## src/rtl/retire_multi_pkg.sv

```systemverilog
// Shared types and default sizes for the retire unit and its reorder buffer.
package retire_multi_pkg;
    localparam int ROB_DEPTH_DEF         = 16;
    localparam int RETIRE_WIDTH_DEF      = 2;
    localparam int WB_PORTS_DEF          = 2;
    localparam int PHY_RF_ADDR_WIDTH_DEF = 6;
    localparam int DATA_WIDTH_DEF        = 32;
    localparam int ROB_AW_DEF            = $clog2(ROB_DEPTH_DEF);

    typedef logic [ROB_AW_DEF-1:0] rob_addr_t;

    typedef enum logic [1:0] {
        ROB_STATE_FREE    = 2'd0,
        ROB_STATE_PENDING = 2'd1,
        ROB_STATE_DONE    = 2'd2
    } rob_state_t;

    typedef struct packed {
        rob_state_t                       state;
        logic [PHY_RF_ADDR_WIDTH_DEF-1:0] dest;
        logic [DATA_WIDTH_DEF-1:0]        value;
    } rob_entry_t;
endpackage

```

## src/rtl/retire_multi_if.sv

```systemverilog
// Rename/writeback/retire bundle of the retire unit; master drives alloc/wb/flush.
interface retire_multi_if
    import retire_multi_pkg::*;
#(
    parameter int ROB_DEPTH         = ROB_DEPTH_DEF,
    parameter int RETIRE_WIDTH      = RETIRE_WIDTH_DEF,
    parameter int WB_PORTS          = WB_PORTS_DEF,
    parameter int PHY_RF_ADDR_WIDTH = PHY_RF_ADDR_WIDTH_DEF,
    parameter int DATA_WIDTH        = DATA_WIDTH_DEF
);
    localparam int AW = $clog2(ROB_DEPTH);

    logic                                  alloc_en;
    logic [PHY_RF_ADDR_WIDTH-1:0]          alloc_dest;
    logic [AW-1:0]                         rob_tail_ptr;
    logic                                  rob_full;
    logic                                  rob_empty;
    logic [WB_PORTS-1:0]                   wb_en;
    logic [WB_PORTS*AW-1:0]                wb_rob_addr;
    logic [WB_PORTS*DATA_WIDTH-1:0]        wb_value;
    logic [RETIRE_WIDTH-1:0]               ret_en;
    logic [RETIRE_WIDTH*PHY_RF_ADDR_WIDTH-1:0] ret_dest;
    logic [RETIRE_WIDTH*DATA_WIDTH-1:0]    ret_value;
    logic [RETIRE_WIDTH*AW-1:0]            ret_rob_addr;
    logic                                  flush;

    modport master (
        output alloc_en, alloc_dest, wb_en, wb_rob_addr, wb_value, flush,
        input  rob_tail_ptr, rob_full, rob_empty, ret_en, ret_dest, ret_value, ret_rob_addr
    );
    modport slave (
        input  alloc_en, alloc_dest, wb_en, wb_rob_addr, wb_value, flush,
        output rob_tail_ptr, rob_full, rob_empty, ret_en, ret_dest, ret_value, ret_rob_addr
    );
endinterface

```

## src/rtl/retire_multi_retire_select.sv

```systemverilog
// Prefix-DONE detector: lane i retires only if lanes 0..i are DONE and occupied.
module retire_multi_retire_select #(
    parameter int RETIRE_WIDTH = 2,
    parameter int CNT_W        = 5,
    parameter int NW           = $clog2(RETIRE_WIDTH + 1)
) (
    input  logic [RETIRE_WIDTH-1:0] done,
    input  logic [CNT_W-1:0]        count,
    output logic [RETIRE_WIDTH-1:0] ret_en,
    output logic [NW-1:0]           nret
);
    logic run;

    always_comb begin
        ret_en = '0;
        nret   = '0;
        run    = 1'b1;
        for (int i = 0; i < RETIRE_WIDTH; i++) begin
            run       = run && done[i] && (CNT_W'(i) < count);
            ret_en[i] = run;
            if (run) nret = nret + 1'b1;
        end
    end
endmodule

```

## src/rtl/retire_multi.sv

```systemverilog
// In-order multi-lane retire unit with integrated ROB.
// Optional QU_RETIRE_STATS_EN adds a saturating 32-bit retired-entry counter.
module retire_multi
    import retire_multi_pkg::*;
#(
    parameter int ROB_DEPTH         = ROB_DEPTH_DEF,
    parameter int RETIRE_WIDTH      = RETIRE_WIDTH_DEF,
    parameter int WB_PORTS          = WB_PORTS_DEF,
    parameter int PHY_RF_ADDR_WIDTH = PHY_RF_ADDR_WIDTH_DEF,
    parameter int DATA_WIDTH        = DATA_WIDTH_DEF
) (
    input  logic        clk,
    input  logic        rst,
`ifdef QU_RETIRE_STATS_EN
    output logic [31:0] ret_count,
`endif
    retire_multi_if.slave bus
);
    localparam int AW = $clog2(ROB_DEPTH);
    localparam int CW = AW + 1;
    localparam int NW = $clog2(RETIRE_WIDTH + 1);
    localparam int PW = PHY_RF_ADDR_WIDTH;
    localparam int DW = DATA_WIDTH;

    rob_state_t    state     [ROB_DEPTH];
    logic [PW-1:0] dest_mem  [ROB_DEPTH];
    logic [DW-1:0] value_mem [ROB_DEPTH];
    logic [AW-1:0] head, tail;
    logic [CW-1:0] count;

    logic [AW-1:0]           lane_idx [RETIRE_WIDTH];
    logic [RETIRE_WIDTH-1:0] done;
    logic [RETIRE_WIDTH-1:0] ret_en;
    logic [NW-1:0]           nret;
    logic                    full, alloc_ok;

    // Fullness comes from the registered count, so a same-cycle retire never frees a slot early.
    assign full     = (count == CW'(ROB_DEPTH));
    assign alloc_ok = bus.alloc_en && !full;

    assign bus.rob_full     = full;
    assign bus.rob_empty    = (count == '0);
    assign bus.rob_tail_ptr = tail;
    assign bus.ret_en       = ret_en;

    always_comb begin
        done             = '0;
        bus.ret_dest     = '0;
        bus.ret_value    = '0;
        bus.ret_rob_addr = '0;
        for (int i = 0; i < RETIRE_WIDTH; i++) begin
            lane_idx[i]                  = head + AW'(i);
            done[i]                      = (state[lane_idx[i]] == ROB_STATE_DONE);
            bus.ret_dest[i*PW +: PW]     = dest_mem[lane_idx[i]];
            bus.ret_value[i*DW +: DW]    = value_mem[lane_idx[i]];
            bus.ret_rob_addr[i*AW +: AW] = lane_idx[i];
        end
    end

    retire_multi_retire_select #(
        .RETIRE_WIDTH (RETIRE_WIDTH),
        .CNT_W        (CW),
        .NW           (NW)
    ) u_select (
        .done   (done),
        .count  (count),
        .ret_en (ret_en),
        .nret   (nret)
    );

    always_ff @(posedge clk or negedge rst) begin
        if (!rst) begin
            head  <= '0;
            tail  <= '0;
            count <= '0;
            for (int e = 0; e < ROB_DEPTH; e++) state[e] <= ROB_STATE_FREE;
        end else if (bus.flush) begin
            head  <= '0;
            tail  <= '0;
            count <= '0;
            for (int e = 0; e < ROB_DEPTH; e++) state[e] <= ROB_STATE_FREE;
        end else begin
            for (int i = 0; i < RETIRE_WIDTH; i++)
                if (ret_en[i]) state[lane_idx[i]] <= ROB_STATE_FREE;
            for (int p = 0; p < WB_PORTS; p++)
                if (bus.wb_en[p] && state[bus.wb_rob_addr[p*AW +: AW]] == ROB_STATE_PENDING)
                    state[bus.wb_rob_addr[p*AW +: AW]] <= ROB_STATE_DONE;
            if (alloc_ok) state[tail] <= ROB_STATE_PENDING;
            head  <= head + AW'(nret);
            tail  <= tail + AW'(alloc_ok);
            count <= count + CW'(alloc_ok) - CW'(nret);
        end
    end

    // Payload storage is unreset; the state array alone decides validity. Later ports win.
    always_ff @(posedge clk) begin
        if (alloc_ok) dest_mem[tail] <= bus.alloc_dest;
        for (int p = 0; p < WB_PORTS; p++)
            if (bus.wb_en[p] && state[bus.wb_rob_addr[p*AW +: AW]] == ROB_STATE_PENDING)
                value_mem[bus.wb_rob_addr[p*AW +: AW]] <= bus.wb_value[p*DW +: DW];
    end

`ifdef QU_RETIRE_STATS_EN
    always_ff @(posedge clk or negedge rst) begin
        if (!rst)
            ret_count <= '0;
        else if (ret_count > 32'hFFFF_FFFF - 32'(nret))
            ret_count <= '1;
        else
            ret_count <= ret_count + 32'(nret);
    end
`endif
endmodule

```

## src/flat_wrapper.sv

```systemverilog
// flat-port wrapper written by rule: the top's interface ports become plain ports
module retire_multi_flat import retire_multi_pkg::*;
#(
    parameter int ROB_DEPTH         = ROB_DEPTH_DEF,
    parameter int RETIRE_WIDTH      = RETIRE_WIDTH_DEF,
    parameter int WB_PORTS          = WB_PORTS_DEF,
    parameter int PHY_RF_ADDR_WIDTH = PHY_RF_ADDR_WIDTH_DEF,
    parameter int DATA_WIDTH        = DATA_WIDTH_DEF
)
  (clk, rst, bus_alloc_en, bus_alloc_dest, bus_wb_en, bus_wb_rob_addr, bus_wb_value, bus_flush, bus_rob_tail_ptr, bus_rob_full, bus_rob_empty, bus_ret_en, bus_ret_dest, bus_ret_value, bus_ret_rob_addr);
  retire_multi_if #(.ROB_DEPTH(ROB_DEPTH), .RETIRE_WIDTH(RETIRE_WIDTH), .WB_PORTS(WB_PORTS), .PHY_RF_ADDR_WIDTH(PHY_RF_ADDR_WIDTH), .DATA_WIDTH(DATA_WIDTH)) bus_i ();
  input  logic clk;
  input  logic rst;
  input wire logic [$bits(bus_i.alloc_en)-1:0] bus_alloc_en;
  input wire logic [$bits(bus_i.alloc_dest)-1:0] bus_alloc_dest;
  input wire logic [$bits(bus_i.wb_en)-1:0] bus_wb_en;
  input wire logic [$bits(bus_i.wb_rob_addr)-1:0] bus_wb_rob_addr;
  input wire logic [$bits(bus_i.wb_value)-1:0] bus_wb_value;
  input wire logic [$bits(bus_i.flush)-1:0] bus_flush;
  output wire logic [$bits(bus_i.rob_tail_ptr)-1:0] bus_rob_tail_ptr;
  output wire logic [$bits(bus_i.rob_full)-1:0] bus_rob_full;
  output wire logic [$bits(bus_i.rob_empty)-1:0] bus_rob_empty;
  output wire logic [$bits(bus_i.ret_en)-1:0] bus_ret_en;
  output wire logic [$bits(bus_i.ret_dest)-1:0] bus_ret_dest;
  output wire logic [$bits(bus_i.ret_value)-1:0] bus_ret_value;
  output wire logic [$bits(bus_i.ret_rob_addr)-1:0] bus_ret_rob_addr;
  assign bus_i.alloc_en = bus_alloc_en;
  assign bus_i.alloc_dest = bus_alloc_dest;
  assign bus_i.wb_en = bus_wb_en;
  assign bus_i.wb_rob_addr = bus_wb_rob_addr;
  assign bus_i.wb_value = bus_wb_value;
  assign bus_i.flush = bus_flush;
  assign bus_rob_tail_ptr = bus_i.rob_tail_ptr;
  assign bus_rob_full = bus_i.rob_full;
  assign bus_rob_empty = bus_i.rob_empty;
  assign bus_ret_en = bus_i.ret_en;
  assign bus_ret_dest = bus_i.ret_dest;
  assign bus_ret_value = bus_i.ret_value;
  assign bus_ret_rob_addr = bus_i.ret_rob_addr;
  retire_multi #(.ROB_DEPTH(ROB_DEPTH), .RETIRE_WIDTH(RETIRE_WIDTH), .WB_PORTS(WB_PORTS), .PHY_RF_ADDR_WIDTH(PHY_RF_ADDR_WIDTH), .DATA_WIDTH(DATA_WIDTH)) u_core (.clk(clk), .rst(rst), .bus(bus_i));
endmodule
```

## config.mk

```make
export PLATFORM = sky130hd
export DESIGN_NAME = retire_multi_flat
export DESIGN_NICKNAME = d
export VERILOG_FILES = /design/src/rtl/retire_multi_pkg.sv /design/src/rtl/retire_multi_if.sv /design/src/rtl/retire_multi_retire_select.sv /design/src/rtl/retire_multi.sv /design/src/flat_wrapper.sv
export SDC_FILE = /design/constraint.sdc
export NUM_CORES = 1
export LEC_CHECK = 0
export ABC_CLOCK_PERIOD_IN_PS = 12800
export BUFFER_PORTS_ARGS = -buffer_cell sky130_fd_sc_hd__buf_2
export CORE_MARGIN = 5
export CORE_UTILIZATION = 30
export DETAILED_ROUTE_END_ITERATION = 8
export HOLD_SLACK_MARGIN = 0.06
export PLACE_DENSITY_LB_ADDON = 0.2
export SLEW_MARGIN = 20
export SYNTH_ARGS = -nofsm -noshare
export SYNTH_HDL_FRONTEND = slang
export SYNTH_HIERARCHICAL = 1
export SYNTH_SLANG_ARGS = --single-unit
```

## constraint.sdc

```tcl
create_clock -name clk -period 12.8 [get_ports clk]
set_clock_uncertainty 0.1 [all_clocks]
set_input_delay 3.2 -clock clk [delete_from_list [all_inputs] [get_ports clk]]
set_output_delay 3.2 -clock clk [all_outputs]
set_load 0.005 [all_outputs]
```

==> results of run 1 <==
[cell families after synthesis]
| family | Yosys count |
|---|---|
| multiplexers | 920 |
| flip-flops | 653 |
| buffers and inverters | 268 |
| AND/OR/NAND/NOR | 195 |
| AO/OA/AOI/OAI | 108 |
| adder cells (fa/ha/maj) | 21 |
| XOR/XNOR | 12 |
[worst paths after layout]
kind	from	slack, ps	end
setup / recovery	u_core/head[0]	4180	bus_ret_en[1]
max in group asynchronous	rst	9620	u_core/head[1]
setup reg to reg	u_core/head[0]	6220	u_core/count[4]
min in group asynchronous	rst	2460	u_core/count[4]
hold reg to reg	u_core/state[16]	520	u_core/state[16]
hold / removal	u_core/state[16]	520	u_core/state[16]
[routing by layer]
layer	share of wire, %	up-vias	track usage, %
met5	0.047	-	0
met4	2.9	10	5.851
met3	8.1	222	4.777
met2	47	1061	31.37
met1	42	12420	26.16
li1	-	9260	-
[area by class of cell]
class	instances	area [um2]	share of cell area (%)
tap	1650	2064	4.842
clock inverter	44	399.1	0.9362
sequential	653	19400	45.50
inverter	32	120.1	0.2817
antenna	14	35.03	0.08217
clock buffer	97	2002	4.696
multi-input combinational	1256	17320	40.62
timing repair buffer	225	1299	3.046
[cell usage in the layout (no fill, tap or decap), types with 6 or more instances in the layout]
| cell | instances |
|---|---|
| a21oi_1 | 20 |
| a311oi_1 | 7 |
| a31oi_1 | 7 |
| buf_2 | 174 |
| buf_4 | 48 |
| clkbuf_1 | 20 |
| clkbuf_16 | 77 |
| clkinv_1 | 19 |
| clkinv_2 | 13 |
| dfrtp_1 | 41 |
| diode_2 | 14 |
| edfxtp_1 | 608 |
| ha_1 | 18 |
| inv_1 | 28 |
| mux2_1 | 24 |
| mux2_2 | 496 |
| mux2i_1 | 15 |
| mux4_2 | 385 |
| nand2_1 | 25 |
| nand2b_1 | 11 |
| nand3_1 | 13 |
| nand4_1 | 9 |
| nand4b_1 | 6 |
| nor2_1 | 34 |
| nor2b_1 | 14 |
| nor3_1 | 11 |
| nor3b_1 | 14 |
| nor4_1 | 7 |
| nor4bb_1 | 9 |
| o22ai_1 | 6 |
| o2bb2ai_1 | 8 |
| o32ai_1 | 6 |
| xnor2_1 | 7 |
[worst max-delay path, cell delays in order (launching register included)]
cell and delay [ps]:
dfrtp_4 830, inv_1 330, ha_4 640, buf_16 320
buf_4 840, nor4bb_1 180, nor4_1 470, nor2_1 80
o32ai_1 340, nor3_1 90, and3_1 320, buf_2 210
[metrics by stage]
step / instances / area [um2]
after floorplan: 2177 / 37640
after global placement: 3815 / 40160
final: 3971 / 42630
after global routing: 3960 / 42610
after detailed placement: 3815 / 40170
after CTS: 3956 / 42570
[sequential cells by signal, indices dropped and copies added, names as in the netlist]
name and count:
u_core/value_mem 512, u_core/dest_mem 96, u_core/state 32, u_core/count 5, u_core/bus.rob_tail_ptr 4, u_core/head 4
[power breakdown]
part | internal, mW | leakage [nW] | switching (mW) | total, mW
combinational | 0.142 | 6.01 | 0.173 | 0.315
sequential | 2.36 | 6.09 | 0.0211 | 2.38
clock | 1.18 | 1.17 | 0.948 | 2.13
==> run summary, run 1 <==
status - finished, final reports clean
DIE AREA - 132,700 um2
HPWL after detailed placement - 73.02 mm
Critical Path Fanout Max - 72
Req. time, crit path - 9500 ps
post-CTS setup buffer count - 0
sequential share of the synthesized area - 51.50%
number of remaining DRC errors - 0
main combinational cell family by area after synthesis - multiplexers
PnR Total Power - 4.830 mW
Num Clock Sinks - 653
initial standard-cell utilization of the core - 30.09%
most used flip-flop cell after synthesis - edfxtp_1
Core Footprint - 125,100 um2
maximum number of pins on one net before global-route repair - 151
number of antenna violations at the first check in global routing - 30
number of cells on the worst hold path - 2
top cells by instance count after synthesis - edfxtp_1 (608), mux2_2 (496), mux4_2 (385), clkbuf_1 (140), buf_2 (50)
Power per Cell Area - 113.3 nW/um2
Post-synth EDFFs - 608
CTS Root Buffer Type - clkbuf_16
warnings from Yosys - 6
Area contributors post-synth - edfxtp_1 (49%), mux4_2 (23%), mux2_2 (15%), dfrtp_1 (3.0%), clkbuf_1 (1.4%)
post-route setup slack - 4177 ps
setup repair after global routing missed its margin - false
worst slack at placement - 4518 ps
Antenna Violating Nets Remaining - 0
Slew @ Worst Pin - 1131 ps
cell area after technology mapping - 37,640 um2
Min-Delay Path Class - flop to flop
Synth Area in Simple Gates - 3.221%
number of global-route vias before repair - 23,610
Yosys top cell area share - 48.50%
first-pass GRT wire length - 184.3 mm
number of rows in the core area - 130
die boundary height - 364.2 um
count of routing violations after the opening detailed-route iteration - 2,239
CP Launch Type - flop
cts hold-fix bufs - 0
TritonRoute pass-1 iters - 6
cts bufs inserted - 77
Cell variety after synth - 70
Die X-Extent - 364.2 um
buffers from clock root to sink, at most - 3
H-tree level count - 3
weighted congestion reported at the end of routability-driven placement - 0.8440
Crit Path Class - flop to output port
arithmetic-cell share of the synthesized area counting full adders, half adders and majority gates - 0.7379%
data arrival time of the worst path - 5320 ps
overall global routing resource usage - 19.47%
Vias - 22,970
post-DR wirelength/cell - 33.05 um
share of post-route cells with drive strength above 1 - 54.66%
number of cells on the worst reg-to-reg path - 20
routed wire length - 131.3 mm
fmax - 116.0 MHz
final core utilization - 34.09%
capturing element type of the critical path - output port
final-layout setup total negative slack - 0 ps
port bufs - 175
Setup violations, final - 0
Overflow after GRT - 0
clock tree from TritonCTS - built
synthesis-to-layout area growth - 13.27%
area fraction in compound gates after synthesis - 2.237%
cell count after synthesis - 2,177
worst-skew pair later-pin latency - 660 ps
maximum resistive drop on vdd - 89.30 uV
fill cell total of the finished layout - 11,810
Final Max Slew Viols - 0
Clk pin slew, worst setup/hold paths - 60 ps
final worst-path cycle share - 67.37%
layout net count - 2,350
Hold WS - 525.0 ps
Lkg Pwr - 13.26 nW
Post-Synthesis Net Count - 2,282
total of max-cap violations - 0
count of pins on the block boundary - 176
multiplexer share of the synthesized area - 38.99%
post-synthesis async set-or-reset flop share - 6.891%
Syn Area/Cell - 17.29 um2
number of hold violations in the final report - 0
per-cell via count in the routed design - 5.785
register bit count reported by yosys - 653
normalized max-slew margin - 24.48%
xor/xnor share of the synthesized area - 0.2792%
post-cts repair resize count - 0
final critical delay including setup and external delays - 8623 ps
top cell type by total area after synthesis - edfxtp_1
top-count cell post-synth - edfxtp_1
Note: power is estimated with default switching activity, not from simulation.
==> run 2: changes to the inputs <==
Settings changed: ABC_CLOCK_PERIOD_IN_PS 12800 to 8109.
Clock period 12.8 ns to 8.11 ns, I/O delays scaled along.
==> run summary, run 2 (synthesized netlist as in run 1, its figures left out) <==
capturing element type of the critical path - output port
stage delay of the slowest cell on the critical path - 950 ps
final worst-path cycle share - 78.38%
post-placement cell count - 3,825
Die X-Extent - 364.2 um
cts hold-fix bufs - 0
Hold WS - 531.9 ps
commonest cells after routing, fill and taps aside - edfxtp_1 (608), mux2_2 (496), mux4_2 (385)
worst-skew pair later-pin latency - 650 ps
number of rows in the core area - 130
share of power burned in combinational logic - 6.4%
total of max-cap violations - 0
switching power - 1.753 mW
internal power - 5.994 mW
most common library cell in the layout ignoring fill and taps - edfxtp_1
Cell Count, Final, Fillers Out - 3,982
H-tree level count - 3
cell mode on critical path - mux4_2
initial standard-cell utilization of the core - 30.09%
die boundary height - 364.2 um
Min-Delay Path Class - flop to flop
cell-by-cell trace of the critical path - inv_1 -> ha_4 -> buf_12 -> mux4_2 -> mux4_2 -> buf_2
CTS Root Buffer Type - clkbuf_16
number of hold violations in the final report - 0
Req. time, crit path - 5980 ps
normalized max-slew margin - 25.91%
Antenna Violating Nets Remaining - 0
area of placed instances - 40,250 um2
fmax - 157.3 MHz
final-layout setup total negative slack - 0 ps
Crit Path Class - flop to output port
maximum number of pins on one net before global-route repair - 70
weighted congestion reported at the end of routability-driven placement - 0.8281
share of post-route cells with drive strength above 1 - 54.95%
first-pass GRT wire length - 183.2 mm
sequential power share - 48.5%
port bufs - 175
Clk pin slew, worst setup/hold paths - 60 ps
Final Max Slew Viols - 0
Lkg Pwr - 13.37 nW
per-cell via count in the routed design - 5.725
Slowest cell on crit path - ha_4
buffers from clock root to sink, at most - 3
Largest register FFs - 512
number of global-route vias before repair - 23,930
post-route cell area - 42,800 um2
final critical delay including setup and external delays - 6357 ps
CP Launch Type - flop
PnR Total Power - 7.746 mW
Vias - 22,800
number of buffers and inverters on the critical path - 3
Slew @ Worst Pin - 1107 ps
post-cts repair resize count - 0
number of remaining DRC errors - 0
Worst path top cell family by delay - multiplexers
Critical Path Fanout Max - 69
clock tree from TritonCTS - built
overall global routing resource usage - 19.26%
cts bufs inserted - 80
switching fraction of total power - 22.63%
synthesis-to-layout area growth - 13.71%
maximum resistive drop on vdd - 138.7 uV
setup repair after global routing missed its margin - false
Setup violations, final - 0
routed wire length - 129.5 mm
fill cell total of the finished layout - 11,820
Overflow after GRT - 0
Num Clock Sinks - 653
data arrival time of the worst path - 4230 ps
status - finished, final reports clean
layout net count - 2,362
count of pins on the block boundary - 176
TritonRoute pass-1 iters - 5
count of routing violations after the opening detailed-route iteration - 2,104
Core Footprint - 125,100 um2
post-CTS setup buffer count - 0
portion of total power attributed to the clock network - 45.1%
HPWL after detailed placement - 74.65 mm
Power per Cell Area - 181.0 nW/um2
number of antenna violations at the first check in global routing - 27
post-DR wirelength/cell - 32.52 um
DIE AREA - 132,700 um2
## run 2: cell count changes in the layout (fill, tap and decap cells not counted), sizes merged
| cell | change |
|---|---|
| buf | +9 |
| diode | -4 |
| clkinv | -9 |
| clkbuf | +15 |
| clkinvlp | +2 |
| inv | -2 |
## run 2: metrics by stage
stage | worst slack (ps) | utilization [%]
after global placement | 2377 | 32.18
after global routing | 1547 | 34.21
after CTS | 1672 | 34.20
after floorplan | 981.8 | -
final | 1753 | 34.22
after detailed placement | 2378 | 32.18
## run 2: final cells by class
class                      instances  area, um2  share of cell area (%)
sequential                       653      19400                   45.32
multi-input combinational       1256      17310                   40.45
clock buffer                     112       2267                   5.297
tap                             1650       2064                   4.823
timing repair buffer             234       1356                   3.169
clock inverter                    35      259.0                  0.6051
inverter                          32      120.1                  0.2806
antenna                           10      25.02                 0.05846
## run 2: final timing paths
check	startpoint	slack, ps	end	cells past startpoint
worst min register to register	u_core/state[16]	530	u_core/state[16]	2
worst max-delay path	u_core/head[0]	1750	bus_ret_value[46]	6
worst min-delay path	u_core/state[16]	530	u_core/state[16]	2
max in group asynchronous	rst	6020	u_core/head[2]	2
min in group asynchronous	rst	1380	u_core/bus.rob_tail_ptr[1]	2
worst max register to register	u_core/head[0]	2640	u_core/count[4]	18
## run 2: power by group through the flow
stage / logic [mW] / clock network, mW / registers (mW)
after floorplan: 0.333 / 0 / 3.81
after global placement: 0.480 / 0 / 3.83
after detailed placement: 0.498 / 0 / 3.83
after CTS: 0.501 / 3.58 / 3.76
after global routing: 0.539 / 3.73 / 3.76
final: 0.496 / 3.49 / 3.76
## run 2: worst min-delay path: stages, from the launching register on
cell and delay, ps:
dfrtp_1 430, nand2_1 90, o32ai_1 70
## run 2: routing by layer
| metal | vias up | track usage, % | share of wire, % |
|---|---|---|---|
| li1 | 9274 | - | - |
| met1 | 12430 | 25.80 | 42 |
| met2 | 859 | 31.97 | 49 |
| met3 | 224 | 3.636 | 6.0 |
| met4 | 12 | 5.705 | 2.9 |
| met5 | - | 0 | 0.053 |
